File: config.mk
export PLATFORM = sky130hd
export DESIGN_NAME = if_fetch_queue
export DESIGN_NICKNAME = d
export VERILOG_FILES = /design/src/rtl/if_fetch_queue.sv
export SDC_FILE = /design/constraint.sdc
export NUM_CORES = 1
export LEC_CHECK = 0
export ABC_AREA = 1
export CAP_MARGIN = 20
export CELL_PAD_IN_SITES_DETAIL_PLACEMENT = 1
export CELL_PAD_IN_SITES_GLOBAL_PLACEMENT = 2
export CORE_MARGIN = 2
export CORE_UTILIZATION = 35
export CTS_CLUSTER_SIZE = 24
export DETAILED_ROUTE_END_ITERATION = 8
export GPL_TIMING_DRIVEN = 0
export PLACE_DENSITY = 0.83
export SYNTH_ARGS = -nofsm -noshare
export SYNTH_HDL_FRONTEND = slang
export SYNTH_SLANG_ARGS = --single-unit
File: constraint.sdc
create_clock -name clk -period 4.8 [get_ports clk]
set_clock_uncertainty 0.1 [all_clocks]
set_input_delay 0.48 -clock clk [delete_from_list [all_inputs] [get_ports clk]]
set_output_delay 0.48 -clock clk [all_outputs]
set_load 0.01 [all_outputs]
File: src/rtl/if_fetch_queue.sv
// Instruction-fetch stage: issues fetches on a req/addr_ok/data_ok SRAM-like bus and buffers
// the returned instructions in order for ID. Handles redirect flush and misaligned-PC ADEF.
module if_fetch_queue #(
    parameter logic [31:0] RESET_PC = 32'h1c000000,
    parameter int          FQ_DEPTH = 4,
    parameter int          CNT_W    = $clog2(FQ_DEPTH) + 1
) (
    input  logic        clk,
    input  logic        rst,
    output logic        inst_req,
    output logic        inst_wr,
    output logic [1:0]  inst_size,
    output logic [31:0] inst_addr,
    output logic [31:0] inst_wdata,
    input  logic        inst_addr_ok,
    input  logic        inst_data_ok,
    input  logic [31:0] inst_rdata,
    input  logic        id_allow_in,
    output logic        if_id_valid,
    output logic [31:0] if_inst,
    output logic [31:0] if_pc,
    output logic        if_adef,
    input  logic        redirect_valid,
    input  logic [31:0] redirect_pc
);

    localparam int             PTR_W   = $clog2(FQ_DEPTH);
    localparam logic [CNT_W:0] DEPTH_L = FQ_DEPTH[CNT_W:0];

    // Handshakes: a bus request transfers on inst_req & inst_addr_ok, and once raised
    // inst_req/inst_addr hold until that transfer; an ID transfer is if_id_valid & id_allow_in.

    logic [31:0]        fetch_pc;
    logic [31:0]        q_pc   [FQ_DEPTH];
    logic [31:0]        q_inst [FQ_DEPTH];
    logic [FQ_DEPTH-1:0] q_adef;
    logic [FQ_DEPTH-1:0] q_filled;
    logic [PTR_W-1:0]   head_ptr;
    logic [PTR_W-1:0]   alloc_ptr;
    logic [PTR_W-1:0]   fill_ptr;
    logic [CNT_W-1:0]   count;
    logic [CNT_W-1:0]   discard_cnt;
    logic [CNT_W-1:0]   pend_cnt;
    logic               req_hold;
    logic               hold_stale;
    logic [31:0]        hold_addr;
    logic               adef_stall;
    logic               rst_dly;

    logic [CNT_W:0]     occupancy;
    logic               has_space;
    logic               pc_aligned;
    logic               can_start;
    logic               fresh_issue;
    logic               hs;
    logic               hs_stale;
    logic               alloc_bus;
    logic               adef_alloc;
    logic               drop_data;
    logic               fill_data;
    logic               pop;
    logic [CNT_W-1:0]   count_nxt;
    logic [CNT_W-1:0]   discard_nxt;
    logic [CNT_W-1:0]   pend_nxt;

    assign inst_wr    = 1'b0;
    assign inst_size  = 2'b10;
    assign inst_wdata = 32'h0;

    // Discarded-but-outstanding responses still occupy a slot so a late response never overflows.
    assign occupancy  = {1'b0, count} + {1'b0, discard_cnt};
    assign has_space  = occupancy < DEPTH_L;
    assign pc_aligned = (fetch_pc[1:0] == 2'b00);
    assign can_start  = !rst && !rst_dly && !redirect_valid && !adef_stall && !req_hold && has_space;

    assign fresh_issue = can_start && pc_aligned;
    assign adef_alloc  = can_start && !pc_aligned;

    assign inst_req  = !rst && (req_hold || fresh_issue);
    assign inst_addr = req_hold ? hold_addr : fetch_pc;

    assign hs        = inst_req && inst_addr_ok;
    assign hs_stale  = hs && req_hold && hold_stale;
    assign alloc_bus = hs && !hs_stale && !redirect_valid;

    assign drop_data = inst_data_ok && (discard_cnt != '0);
    assign fill_data = inst_data_ok && (discard_cnt == '0);

    assign if_id_valid = !rst && (count != '0) && q_filled[head_ptr] && !redirect_valid;
    assign pop         = if_id_valid && id_allow_in;
    assign if_inst     = q_inst[head_ptr];
    assign if_pc       = q_pc[head_ptr];
    assign if_adef     = q_adef[head_ptr];

    always_comb begin
        count_nxt   = count;
        discard_nxt = discard_cnt;
        pend_nxt    = pend_cnt;
        if (redirect_valid) begin
            // Every unfilled entry and any request accepted right now becomes a response to drop.
            count_nxt   = '0;
            pend_nxt    = '0;
            discard_nxt = discard_cnt + pend_cnt + CNT_W'(hs) - CNT_W'(fill_data);
        end else begin
            count_nxt   = count + CNT_W'(alloc_bus || adef_alloc) - CNT_W'(pop);
            pend_nxt    = pend_cnt + CNT_W'(alloc_bus) - CNT_W'(fill_data);
            discard_nxt = discard_cnt + CNT_W'(hs_stale);
        end
        discard_nxt = discard_nxt - CNT_W'(drop_data);
    end

    always_ff @(posedge clk) begin
        rst_dly <= rst;
    end

    always_ff @(posedge clk) begin
        if (rst) begin
            fetch_pc    <= RESET_PC;
            head_ptr    <= '0;
            alloc_ptr   <= '0;
            fill_ptr    <= '0;
            count       <= '0;
            discard_cnt <= '0;
            pend_cnt    <= '0;
            adef_stall  <= 1'b0;
        end else begin
            count       <= count_nxt;
            discard_cnt <= discard_nxt;
            pend_cnt    <= pend_nxt;
            if (redirect_valid) begin
                fetch_pc   <= redirect_pc;
                head_ptr   <= '0;
                alloc_ptr  <= '0;
                fill_ptr   <= '0;
                adef_stall <= 1'b0;
            end else begin
                if (alloc_bus) begin
                    fetch_pc <= fetch_pc + 32'd4;
                end
                if (alloc_bus || adef_alloc) begin
                    alloc_ptr <= alloc_ptr + PTR_W'(1);
                end
                if (adef_alloc) begin
                    adef_stall <= 1'b1;
                end
                if (fill_data) begin
                    fill_ptr <= fill_ptr + PTR_W'(1);
                end
                if (pop) begin
                    head_ptr <= head_ptr + PTR_W'(1);
                end
            end
        end
    end

    // A request that misses addr_ok is frozen; a redirect while frozen only marks it stale.
    always_ff @(posedge clk) begin
        if (rst) begin
            req_hold   <= 1'b0;
            hold_stale <= 1'b0;
            hold_addr  <= 32'h0;
        end else if (inst_req && !inst_addr_ok) begin
            req_hold   <= 1'b1;
            hold_stale <= (req_hold && hold_stale) || redirect_valid;
            hold_addr  <= inst_addr;
        end else begin
            req_hold   <= 1'b0;
            hold_stale <= 1'b0;
        end
    end

    always_ff @(posedge clk) begin
        if (rst) begin
            q_filled <= '0;
            q_adef   <= '0;
        end else if (!redirect_valid) begin
            if (alloc_bus) begin
                q_filled[alloc_ptr] <= 1'b0;
                q_adef[alloc_ptr]   <= 1'b0;
            end
            if (adef_alloc) begin
                q_filled[alloc_ptr] <= 1'b1;
                q_adef[alloc_ptr]   <= 1'b1;
            end
            if (fill_data) begin
                q_filled[fill_ptr] <= 1'b1;
            end
        end
    end

    always_ff @(posedge clk) begin
        if (!rst && !redirect_valid) begin
            if (alloc_bus) begin
                q_pc[alloc_ptr] <= inst_addr;
            end
            if (adef_alloc) begin
                q_pc[alloc_ptr]   <= fetch_pc;
                q_inst[alloc_ptr] <= 32'h0;
            end
            if (fill_data) begin
                q_inst[fill_ptr] <= inst_rdata;
            end
        end
    end

    always_ff @(posedge clk) begin
        if (!rst && inst_data_ok) begin
            assert (pend_cnt != '0 || discard_cnt != '0)
            else $error("if_fetch_queue: data_ok with no outstanding request");
        end
    end

endmodule

==> metrics.yaml <==
clock_tree:
  hold_buffers: 0
  clock-sinks: 349
  cts_resized: 0
  cts_buffers: 39
  cts_tree: "built"
  cts_max_level: 2
  cts-root-buf: "clkbuf_16"
  clkLatencyLatePin_ps: 560
  cts_setup_buffers: 0
  path_clk_slew_ps: 60
  cts_buffer_depth: 3
place:
  place_ws_ps: 869.2
  numPortBuffers: 166
  dpl-instance-area_mm2: 0.01880
  gp_congestion: 0.8743
  dp_hpwl_um: 38540
power:
  p_per_area_mw_per_mm2: 347.3
  peakVddDrop_uv: 196.6
  p_leak_nw: 7.255
setup_path:
  cp_slowest_cell: "clkdlybuf4s50_1"
  rr_startpoint: "discard_cnt[2]"
  crit_path_frequent_cell: "clkbuf_1"
  worst-path-stages: 6
  endpoint_kind: "primary output"
  critPathTopFamily: "buffers and inverters"
  r2r-end: "count[2]"
  worst-r2r-cell-count: 16
  ff2ff_setup_slack_ps: 1320
  critPathKind: "reg2out"
  worstSetupStartpointType: "register"
  cp_data_required_time_ps: 4220
  crit_arrival_ps: 3530
  slowest_delay_ps: 600
  crit_fanout: 10
  path_cells: "clkbuf_1 -> clkbuf_1 -> clkbuf_1 -> nor2_1 -> o22ai_1 -> clkdlybuf4s50_1"
  cp.buffers_inverters: 4
logic_synthesis:
  ys_types: 39
  synthCells: 1740
  yosysWarnings: 0
  synth_compound_area_share_pct: 12.04
  synthSimpleGateAreaFrac_pct: 18.36
  ys_ff_latch: 349
  yosysSeqAreaShare_pct: 59.50
  synth_mux_area_share_pct: 0.06237
  yosys.area_share.adder_pct: 2.136
  async_reset_ff_share_pct: 0
  synth_edf_count: 256
  synth_ff_type: "edfxtp_1"
  synthXorXnorAreaFrac_pct: 0.7640
  synth_top_family_by_area: "simple AND/OR/NAND/NOR gates"
  synth_area_mm2: 0.01605
  syn_avg_cell_area_um2: 9.224
floorplan:
  fp.dieH_um: 218.1
  die-area_mm2: 0.04758
  rows: 78
  die_w_um: 218.1
  start_util_pct: 35.44
  core-area_mm2: 0.04528
  io_pins: 204
global_routing:
  overflow: 0
  grt_antenna_before_repair: 1
  grt_pass1_vias: 13632
  grt_pass1_wl_um: 78780
  grtUsageTotal_pct: 21.78
  grt_max_degree: 33
sta:
  period_needed_ps: 4113
  hold_violations: 0
  layout_setup_ws_ps: 687.3
  finalMaxSlewViolations: 0
  rsz0062_at_grt: "false"
  fmax_mhz: 243.2
  finalCritPeriodShare_pct: 85.68
  relSlewSlack_pct: 32.60
  worst_slew_pin_slew_ps: 1000
  setup_viol: 0
routing:
  dr_total_vias: 13219
  drc: 0
  totalWireLength_um: 52140
  firstDrtPassIters: 5
  routedWlPerCell_um: 19.93
  drtAntennaViolNets: 0
  avgViaCountPerCell: 5.053
  drtIter0Drc: 853
worst_hold_path:
  min_path_type: "in2reg"
  min_from: "redirect_valid"
  hold_depth: 3
  hold-path-endpoint: "hold_stale"
final_layout:
  mostFrequentLayoutCells: "nor2_1 (367), nand2_1 (269), edfxtp_1 (256)"
  final_area_mm2: 0.01999
  nets: 2082
  utilization_pct: 44.14
  fillCellCount: 5213
  antenna_cells: 0
  area_growth_syn_to_layout_pct: 24.54
  drive_gt1_share_pct: 7.143
  layout_commonest_cell: "nor2_1"
run:
  maxCapViolCount: 0
run_status:
  status: "finished, final reports clean"
[report_power, final]
part	internal [mW]	total, mW	switching, mW
Combinational	0.301	0.744	0.443
Clock	1.61	2.82	1.21
Sequential	3.32	3.38	0.0640
Total	5.22	6.94	1.72
[tightest hold or removal path, cell delays in order]
cell and delay, ps:
buf_2 170, a21oi_1 150, nor2_1 120
[kinds of logic after synthesis]
group,Yosys count
AO/OA/AOI/OAI,360
multiplexers,1
other,2
flip-flops,349
buffers and inverters,255
AND/OR/NAND/NOR,734
XOR/XNOR,14
adder cells (fa/ha/maj),25
[final cells by class]
type,instances,area [um2],area share [%]
timing repair buffer,173,1839,9.202
clock inverter,16,122.6,0.6135
tap,600,750.7,3.756
sequential,349,9549,47.77
buffer,130,659.4,3.299
clock buffer,54,1062,5.315
multi-input combinational,1169,5527,27.65
inverter,125,478.0,2.391
[how the worst max path moves through the flow]
stage | start | to | slack (ps)
2_1_floorplan | discard_cnt[2] | q_pc[0][0] | 1450
3_3_place_gp | rst | q_pc[0][10] | -420
3_5_place_dp | rst | count[2] | 870
4_1_cts | register | if_inst[27] | 590
5_1_grt | register | if_inst[15] | 510
6_report | register | if_inst[27] | 690
[flip-flops by register name, summed over array words and instances, names as in the netlist, named ones only]
signal and count:
q_inst 128, q_pc 128, fetch_pc 32, hold_addr 32, q_adef 4, q_filled 4, count 3, discard_cnt 3
pend_cnt 3, alloc_ptr 2, fill_ptr 2, head_ptr 2, adef_stall 1, hold_stale 1, req_hold 1, rst_dly 1
[stage by stage]
step	instances	hold WS [ps]	setup TNS [ps]	power [mW]
floorplan	1773	330.4	0	3.846
global placement	2539	343.3	-50410	4.145
detailed placement	2546	356.6	0	4.191
CTS	2616	288.1	0	7.000
global route	2616	345.8	0	7.195
finish	2616	315.9	0	6.941
[routing by layer]
metal	share of wire (%)	up-vias	GRT usage, %
li1	-	6290	-
met1	44	6597	28.32
met2	49	271	37.68
met3	4.4	59	3.633
met4	1.9	2	5.510
met5	0.025	-	0
[Yosys cell counts, types with 3 or more instances]
cell      instances  share of area [%]
a21oi_1          48                1.5
a21oi_2           6               0.33
buf_2             5               0.16
buf_4            38                1.8
buf_6             3               0.21
clkbuf_1         82                1.9
dfxtp_1          93                 12
edfxtp_1        256                 48
fa_1              4               0.50
ha_1             21                1.6
inv_1           120                2.8
nand2_1         273                6.4
nand2_2           7               0.27
nand3_1          60                1.9
nand4_1          10               0.39
nor2_1          371                8.7
o21ai_0         233                7.3
o22ai_1          64                2.5
or2_2             8               0.31
xnor2_1           8               0.44
xor2_1            6               0.33
Note: power is estimated with default switching activity, not from simulation.
